## src/rtl/seq_check_sft.sv

```systemverilog
// Serial bit-sequence detector built on a shift register, no FSM.
// Optional saturating match counter on match_cnt when SEQ_MATCH_CNT_EN is defined.
module seq_check_sft #(
    parameter int          SEQ_LEN = 8,
    parameter logic [31:0] PATTERN = 32'h0000_00B7,
    parameter int          CNT_W   = 16
) (
    input  logic             clk,
    input  logic             rst_n,
    input  logic             din,
`ifdef SEQ_MATCH_CNT_EN
    output logic [CNT_W-1:0] match_cnt,
`endif
    output logic             success_flag
);

    localparam int FW = $clog2(SEQ_LEN + 1);

    // Only the low SEQ_LEN bits of PATTERN take part in the compare.
    localparam logic [SEQ_LEN-1:0] PAT = PATTERN[SEQ_LEN-1:0];

    localparam logic [FW-1:0] FILL_MAX  = FW'(SEQ_LEN);
    localparam logic [FW-1:0] FILL_LAST = FW'(SEQ_LEN - 1);

    // The oldest bit of the window falls out on the next shift, so
    // only SEQ_LEN-1 bits of history need storing; din completes it.
    logic [SEQ_LEN-2:0] r_hist;
    logic [FW-1:0]      r_fill;
    logic               r_flag;

    logic [SEQ_LEN-1:0] w_win;
    logic               w_full;
    logic               w_match;

    assign w_win = {r_hist, din};

    // (fill + 1) >= SEQ_LEN, written without the carry bit.
    assign w_full = (r_fill >= FILL_LAST);

    // The fill qualifier keeps reset zeros from matching zero-led patterns.
    assign w_match = w_full && (w_win == PAT);

    // Shift history and fill count; fill saturates at SEQ_LEN.
    always_ff @(posedge clk or posedge rst_n) begin
        if (rst_n) begin
            r_hist <= '0;
            r_fill <= '0;
        end else begin
            r_hist <= w_win[SEQ_LEN-2:0];
            if (r_fill != FILL_MAX) begin
                r_fill <= r_fill + 1'b1;
            end
        end
    end

    // Registered one-cycle match pulse per matching window.
    always_ff @(posedge clk or posedge rst_n) begin
        if (rst_n) begin
            r_flag <= 1'b0;
        end else begin
            r_flag <= w_match;
        end
    end

    assign success_flag = r_flag;

`ifdef SEQ_MATCH_CNT_EN
    logic [CNT_W-1:0] r_cnt;

    // Count matches since reset, holding at all ones.
    always_ff @(posedge clk or posedge rst_n) begin
        if (rst_n) begin
            r_cnt <= '0;
        end else if (w_match && (r_cnt != {CNT_W{1'b1}})) begin
            r_cnt <= r_cnt + 1'b1;
        end
    end

    assign match_cnt = r_cnt;
`endif

endmodule

```

## config.mk

```make
export PLATFORM = sky130hd
export DESIGN_NAME = seq_check_sft
export DESIGN_NICKNAME = d
export VERILOG_FILES = /design/src/rtl/seq_check_sft.sv
export SDC_FILE = /design/constraint.sdc
export NUM_CORES = 1
export LEC_CHECK = 0
export ABC_CLOCK_PERIOD_IN_PS = 1200
export BUFFER_PORTS_ARGS = -buffer_cell sky130_fd_sc_hd__buf_2
export CAP_MARGIN = 20
export CORE_AREA = 2 2 39 41
export CTS_BUF_LIST = sky130_fd_sc_hd__clkbuf_2 sky130_fd_sc_hd__clkbuf_4 sky130_fd_sc_hd__clkbuf_8
export CTS_CLUSTER_DIAMETER = 150
export DETAILED_ROUTE_END_ITERATION = 10
export DIE_AREA = 0 0 41 43
export GPL_TIMING_DRIVEN = 0
export PLACE_DENSITY_LB_ADDON = 0.25
export SLEW_MARGIN = 40
export SYNTH_ARGS = -nofsm -noshare
export SYNTH_HDL_FRONTEND = slang
export SYNTH_SLANG_ARGS = --single-unit
```

## constraint.sdc

```tcl
create_clock -name clk -period 1.2 [get_ports clk]
set_input_delay 0 -clock clk [delete_from_list [all_inputs] [get_ports clk]]
set_output_delay 0 -clock clk [all_outputs]
set_load 0.005 [all_outputs]
```

; Yosys cells after proc, flatten, opt, wreduce, memory -nomap -nowiden
; Cells that the tools add are included.
[totals]
regBits = 12
latch_bits = 0
mem_bits_rw = 0
rom_bits = 0
in_bits = 3
out_inout_bits = 1
wordCells = 8
n_memories = 0
[classes]
n_addsub = 1
multipliers = 0
n_div = 0
magnitude_cmp = 1
n_eq_ne = 2
shift = 0
n_mux = 0
bitwise = 0
n_reduce_logical = 1
[op_table]
columns = operator, count
row1 = == test 8 bit (second input constant), 1
row2 = adder 4 x 1 -> 4 bit (second input constant), 1
row3 = greater-or-equal comparator 4 x 3 -> 1 bit (second input constant), 1
row4 = inequality test 4 bit (second input constant), 1
row5 = logical AND 1 bit, 1

; Logic depth before layout (Yosys ltp)
; Gate-level depths: netlist of run 1.
[logic_depth]
word_depth = 2
depth_mapped = 4
mapped_depth_nobuf = 4

; Worst setup path before layout of run 1
; OpenSTA, ideal clock, no wires.
[synth_timing]
path_type = register -> register
from = register r_fill[0]
to = register r_fill[1]
setup_time_ns = 0.125
arrival_ns = 1.035
required_ns = 1.075
setup_slack_ns = 0.040
stages_incl_launch_ff = 5
path_buffers = 0
synth_period_minus_slack_ns = 1.160
path_cell_list = dfrtp_1 inv_1 ha_1 nand3b_4 mux2_4
[synth_via]
elab_chain_len = 1
elab_cells_between_ends = 2
cone_classes = add/sub: 1 / eq/ne: 1
[synth_rtl]
columns = element, line_no
row1 = "start, declared", 28  ; logic [FW-1:0] r_fill;
row2 = "start signal, assigned", 51  ; r_fill <= r_fill + 1'b1;
row3 = adder 4 x 1 -> 4 bit / inequality test 4 bit (equally long branches), "51, 50"
; Parallel ways exist; a longest one is shown, timed or not.
; A chain may end at the register's enable or synchronous reset.

; Worst setup path in the final report of run 1
[layout_timing]
from = register r_fill[1]
to = register r_fill[1]
; The elaborated chain is that of the path after synthesis.

==> metrics, run 1 <==
critical path type=reg2reg; initial antenna violation count=0; CTS Buf Count=3; Setup TNS=0 ns; R2R cell count=4; IO Count=4; CP required=1.36 ns; GP Congestion=0.698; Port Buffers=3; gr usage total=0.0946; max-slew violations=0; WP data arrival=1.31 ns; Initial Util=0.319; Yosys reg bits=12; cell row count=14; DR WL/cell=11.8 um; Seq/Total Area, Yosys=0.680; Yosys warning count=0; Layout Nets=43; First-pass DRT Iterations=3; clock skew=0.00339 ns; hpwl dp=453 um; vias after detailed routing=235; CP peak stage delay=0.43 ns; Pwr Density=1380 nW/um^2; clock-pin slew on the worst setup and hold paths=0.07 ns; fin crit share=0.961; clock latency at the later pin of the worst-skew pair=0.27 ns; number of instances in the placed design=47; CP Capture Type=register; first-pass GRT wire length=1030 um; Hold Crit Class=in2async; min Tclk post-route=1.15 ns; Worst R2R End=r_fill[1]; Final Non-Filler Cells=53; Filler cells=128; top-area cell type share of the netlist area=0.680; Synth Area per Inst=15.8 um^2; Max IR drop VDD=0.558 mV; DRC=0; number of global-route vias before repair=262; leading area contributor after synthesis=dfrtp_1; cell count after synthesis=28; RSZ-0062 raised after global routing=no; CP Cell Sequence=inv_2 -> ha_4 -> nand3b_4 -> mux2_4; layout cells sized above 1=0.351; H-tree lvl count=1; dpl ws=-0.0216 ns; Yosys cell types=12; Die Wd=41 um; Top delay family on crit path=flip-flops; Synth area leaders=dfrtp_1 (68%), ha_1 (5.7%), nand3b_4 (4.5%); total gr overflow=0; Die Area=1760 um^2; mapped cell area=442 um^2; Core Area=1380 um^2; Worst R2R Setup Slack=0.05 ns; area delta synth->final=23.5%; status=completed; Final Hold Viols=0; Clock Tree Buf Depth=2; CP Max Fanout=4; Slew headroom=0.715; CTS root buf=clkbuf_4; chip height=43 um; Slew @ Worst Pin=0.426 ns; DRT Wirelength=628 um; Fmax=0.867 GHz; Buf+Inv Stages, Crit Path=1; setup ws final=0.0467 ns; setup violators final=0; Iter 0 DRT Violations=6; Sink Count=12; MaxCap Viol Count=0; post-CTS setup buffer count=0; pin count of the biggest net entering global routing=13; Leakage=0.251 nW; Net Count, Synth=33; TritonCTS clock tree=done; slowest cell on the critical path=dfrtp_1; Final ANT Viol Nets=0; Critical Path Start Type=register; ant diodes=0; Via-to-Cell Ratio=4.43; R2R Path Start=r_fill[1]
-- power breakdown --
part	total [mW]	switching, mW	internal, mW	leakage (nW)
combinational	0.0180	0.00956	0.00843	0.0833
sequential	0.422	0.00587	0.416	0.146
clock	0.311	0.126	0.184	0.0210
total	0.751	0.142	0.609	0.251
-- stage by stage --
stage	utilization	hold WS (ns)	power, mW	instance area (um^2)
detailed placement	0.344	0.0224	0.444	477
finish	0.394	0.262	0.751	546
CTS	0.394	0.278	0.763	546
floorplan	-	-0.135	0.436	442
global placement	0.344	0.000795	0.443	477
global route	0.394	0.319	0.783	546
-- synth_stat cells --
cell type,instances
nor3_1,1
xnor2_1,2
ha_1,2
inv_1,3
nand3b_4,1
mux2i_1,1
nand4b_1,2
a21bo_2,1
mux2_4,1
dfrtp_1,12
a21oi_1,1
nand3_1,1
-- cell type report --
cell class | instances | area [um^2] | area share
sequential | 12 | 300 | 0.550
multi-input combinational | 13 | 143 | 0.261
clock buffer | 4 | 36.3 | 0.0665
timing repair buffer | 5 | 35.0 | 0.0642
tap | 16 | 20.0 | 0.0367
inverter | 3 | 11.3 | 0.0206
-- cell usage in the layout (no fill, tap or decap), types with 2 or more instances in the layout --
cell type,n
dfrtp_1,12
clkbuf_4,3
buf_2,3
inv_2,2
nand4b_1,2
xnor2_1,2
dlygate4sd3_1,2
-- worst max-delay path by stage --
stage / cells after the start / start / slack [ns] / to
global route: 4 / r_fill[1] / 0.01 / r_fill[1]
floorplan: 4 / r_fill[0] / 0.04 / r_fill[1]
global placement: 4 / r_fill[0] / -0.007 / r_fill[1]
CTS: 4 / r_fill[1] / 0.01 / r_fill[1]
detailed placement: 4 / r_fill[0] / -0.02 / r_fill[1]
finish: 4 / r_fill[1] / 0.05 / r_fill[1]
-- state kept, by name (all words and copies together) (netlist names) --
register      cells
r_fill            4
success_flag      1
r_hist            7
-- timing repair --
item	CTS	global route
endpoints found under the hold margin	13	0
resized for setup	2	2
endpoints found under the setup margin	1	1
pin swaps	1	0
hold buffers	2	0
-- kinds of logic (layout without fill, tap and decap cells) --
logic type      after synthesis  after routing  share of synthesized area
compound gates                2              2                     0.0340
xor+xnor                      2              2                     0.0397
fa+ha+maj                     2              2                     0.0566
buf+inv                       3             12                     0.0255
flops                        12             12                      0.680
mux                           2              2                     0.0566
simple gates                  5              5                      0.108
-- tightest hold or removal path, delay by kind of cell --
family	cells	cell delay [ns]
buf+inv	3	0.97
-- layer usage --
metal / up-vias / routed length (um) / part of all wire / track usage
met5: - / 0 / 0 / 0
met4: 0 / 23 / 0.037 / 0.0800
met3: 4 / 38 / 0.061 / 0.0471
met2: 6 / 281 / 0.45 / 0.134
met1: 113 / 285 / 0.45 / 0.0973
li1: 112 / - / - / -
Note: power is estimated with default switching activity, not from simulation.
==> inputs of run 2 (changes only) <==
--- a/config.mk
+++ b/config.mk
@@ -5,7 +5,7 @@
 export SDC_FILE = /design/constraint.sdc
 export NUM_CORES = 1
 export LEC_CHECK = 0
-export ABC_CLOCK_PERIOD_IN_PS = 1200
+export ABC_CLOCK_PERIOD_IN_PS = 1500
 export BUFFER_PORTS_ARGS = -buffer_cell sky130_fd_sc_hd__buf_2
 export CAP_MARGIN = 20
 export CORE_AREA = 2 2 39 41
==> constraint.sdc (replaced) <==
create_clock -name clk -period 1.5 [get_ports clk]
set_input_delay 0 -clock clk [delete_from_list [all_inputs] [get_ports clk]]
set_output_delay 0 -clock clk [all_outputs]
set_load 0.005 [all_outputs]
==> run 2 against run 1 <==
  * Global-route usage down 0.10 points
  * Highest routed layer is now met3
  * Sequential share of layout area up 1.3 points
  * Final cell count unchanged
  * Via count down 2.1%
==> metrics, run 2 (synthesis results as in run 1) <==
Pwr Density=1120 nW/um^2 (-18%); fin crit share=0.821 (-0.140); clock-pin slew on the worst setup and hold paths=0.07 ns (about the same); First-pass DRT Iterations=2 (-1); Initial Util=0.319 (unchanged); clock latency at the later pin of the worst-skew pair=0.27 ns (about the same); hpwl dp=453 um (unchanged); Sink Count=12 (unchanged); Layout Nets=43 (unchanged); layout cells sized above 1=0.270 (-0.0811); RSZ-0062 raised after global routing=no; Worst R2R Setup Slack=0.27 ns (+0.22 ns); Final Hold Viols=0 (unchanged); R2R cell count=4 (unchanged); area delta synth->final=20.7%; post-CTS setup buffer count=0 (unchanged); Via-to-Cell Ratio=4.34 (-2.1%); status=completed; first-pass GRT wire length=1010 um (-1.4%); DR WL/cell=11.8 um (-0.32%); Setup TNS=0 ns (unchanged); cell row count=14 (unchanged); Slew @ Worst Pin=0.426 ns (-0.000114 ns); number of cells upsized or downsized after cts=0 (-2); GP Congestion=0.698 (unchanged); max FFs per register=7 (unchanged); DRC=0 (unchanged); Die Area=1760 um^2 (unchanged); CP Max Fanout=3 (-1); Die Wd=41 um (unchanged); DRT Wirelength=626 um (-0.32%); IO Count=4 (unchanged); chip height=43 um (unchanged); Core Area=1380 um^2 (unchanged); Fmax=0.812 GHz (-6.4%); WP data arrival=1.38 ns (+0.07 ns); initial antenna violation count=0 (unchanged); Filler cells=128 (unchanged); MaxCap Viol Count=0 (unchanged); most frequent cells in the layout=dfrtp_1 (12), inv_1 (3), clkbuf_4 (3), buf_2 (3); Clock Tree Buf Depth=2 (unchanged); gr usage total=0.0936 (-0.00102); H-tree lvl count=1 (unchanged); Final ANT Viol Nets=0 (unchanged); total gr overflow=0 (unchanged); setup violators final=0 (unchanged); TritonCTS clock tree=done; CTS root buf=clkbuf_4; Worst R2R End=r_fill[1]; CP Capture Type=register; Critical Path Start Type=register; Biggest register=r_hist; number of hold buffers added after CTS=2 (unchanged); ant diodes=0 (unchanged); clock skew=0.00414 ns (+0.000752 ns); Max IR drop VDD=0.446 mV (-20%); number of global-route vias before repair=262 (unchanged); critical path type=reg2reg; Hold Crit Class=in2async; most common cell after layout, fill and taps aside=dfrtp_1; min Tclk post-route=1.23 ns (+0.0790 ns); pin count of the biggest net entering global routing=13 (unchanged); vias after detailed routing=230 (-2.1%); CP required=1.65 ns (+0.29 ns); Leakage=0.248 nW (-0.82%); final hold slack=0.266 ns (+0.00309 ns); Port Buffers=3 (unchanged); R2R Path Start=r_fill[0]; CTS Buf Count=3 (unchanged); Slew headroom=0.715 (about the same); max-slew violations=0 (unchanged); Iter 0 DRT Violations=2 (-4)
-- run 2: cell counts in the layout (fill, tap and decap cells not counted) --
No cell type changed its count.
-- run 2: critical path: stages (launching register included) --
cell,delay [ns]
dfrtp_1,0.40
inv_1,0.10
ha_1,0.22
nand3b_4,0.11
mux2_4,0.30
-- run 2: worst max-delay path by stage --
| stage | slack, ns | startpoint | end | depth (start not counted) |
|---|---|---|---|---|
| floorplan | 0.34 | r_fill[0] | r_fill[1] | 4 |
| global placement | 0.29 | r_fill[0] | r_fill[1] | 4 |
| detailed placement | 0.28 | r_fill[0] | r_fill[1] | 4 |
| CTS | 0.26 | r_fill[0] | r_fill[1] | 4 |
| global route | 0.22 | r_fill[0] | r_fill[1] | 4 |
| finish | 0.27 | r_fill[0] | r_fill[1] | 4 |
-- run 2: where the power goes --
part,internal [mW],switching [mW]
combinational,0.00674,0.00765
sequential,0.333,0.00472
clock,0.147,0.0991
-- run 2: per-stage QoR --
step	cells	total power, mW	setup WS (ns)	util	instance area [um^2]
4_1_cts	53	0.610	0.264	0.385	533
2_1_floorplan	28	0.349	0.340	-	442
6_report	53	0.598	0.268	0.385	533
5_1_grt	53	0.626	0.216	0.385	533
3_5_place_dp	47	0.355	0.278	0.344	477
3_3_place_gp	47	0.354	0.293	0.344	477
-- run 2: final cells by class --
cell class	count	area [um^2]	share of cell area
clock buffer	4	36.3	0.0681
inverter	3	11.3	0.0211
multi-input combinational	13	130	0.244
sequential	12	300	0.563
tap	16	20.0	0.0376
timing repair buffer	5	35.0	0.0657
-- run 2: per-layer routing --
metal,share of wire,up-vias,global-route usage
met5,0,-,0
met4,0,0,0.0800
met3,0.053,0,0.0471
met2,0.47,4,0.134
met1,0.47,114,0.0940
li1,-,112,-
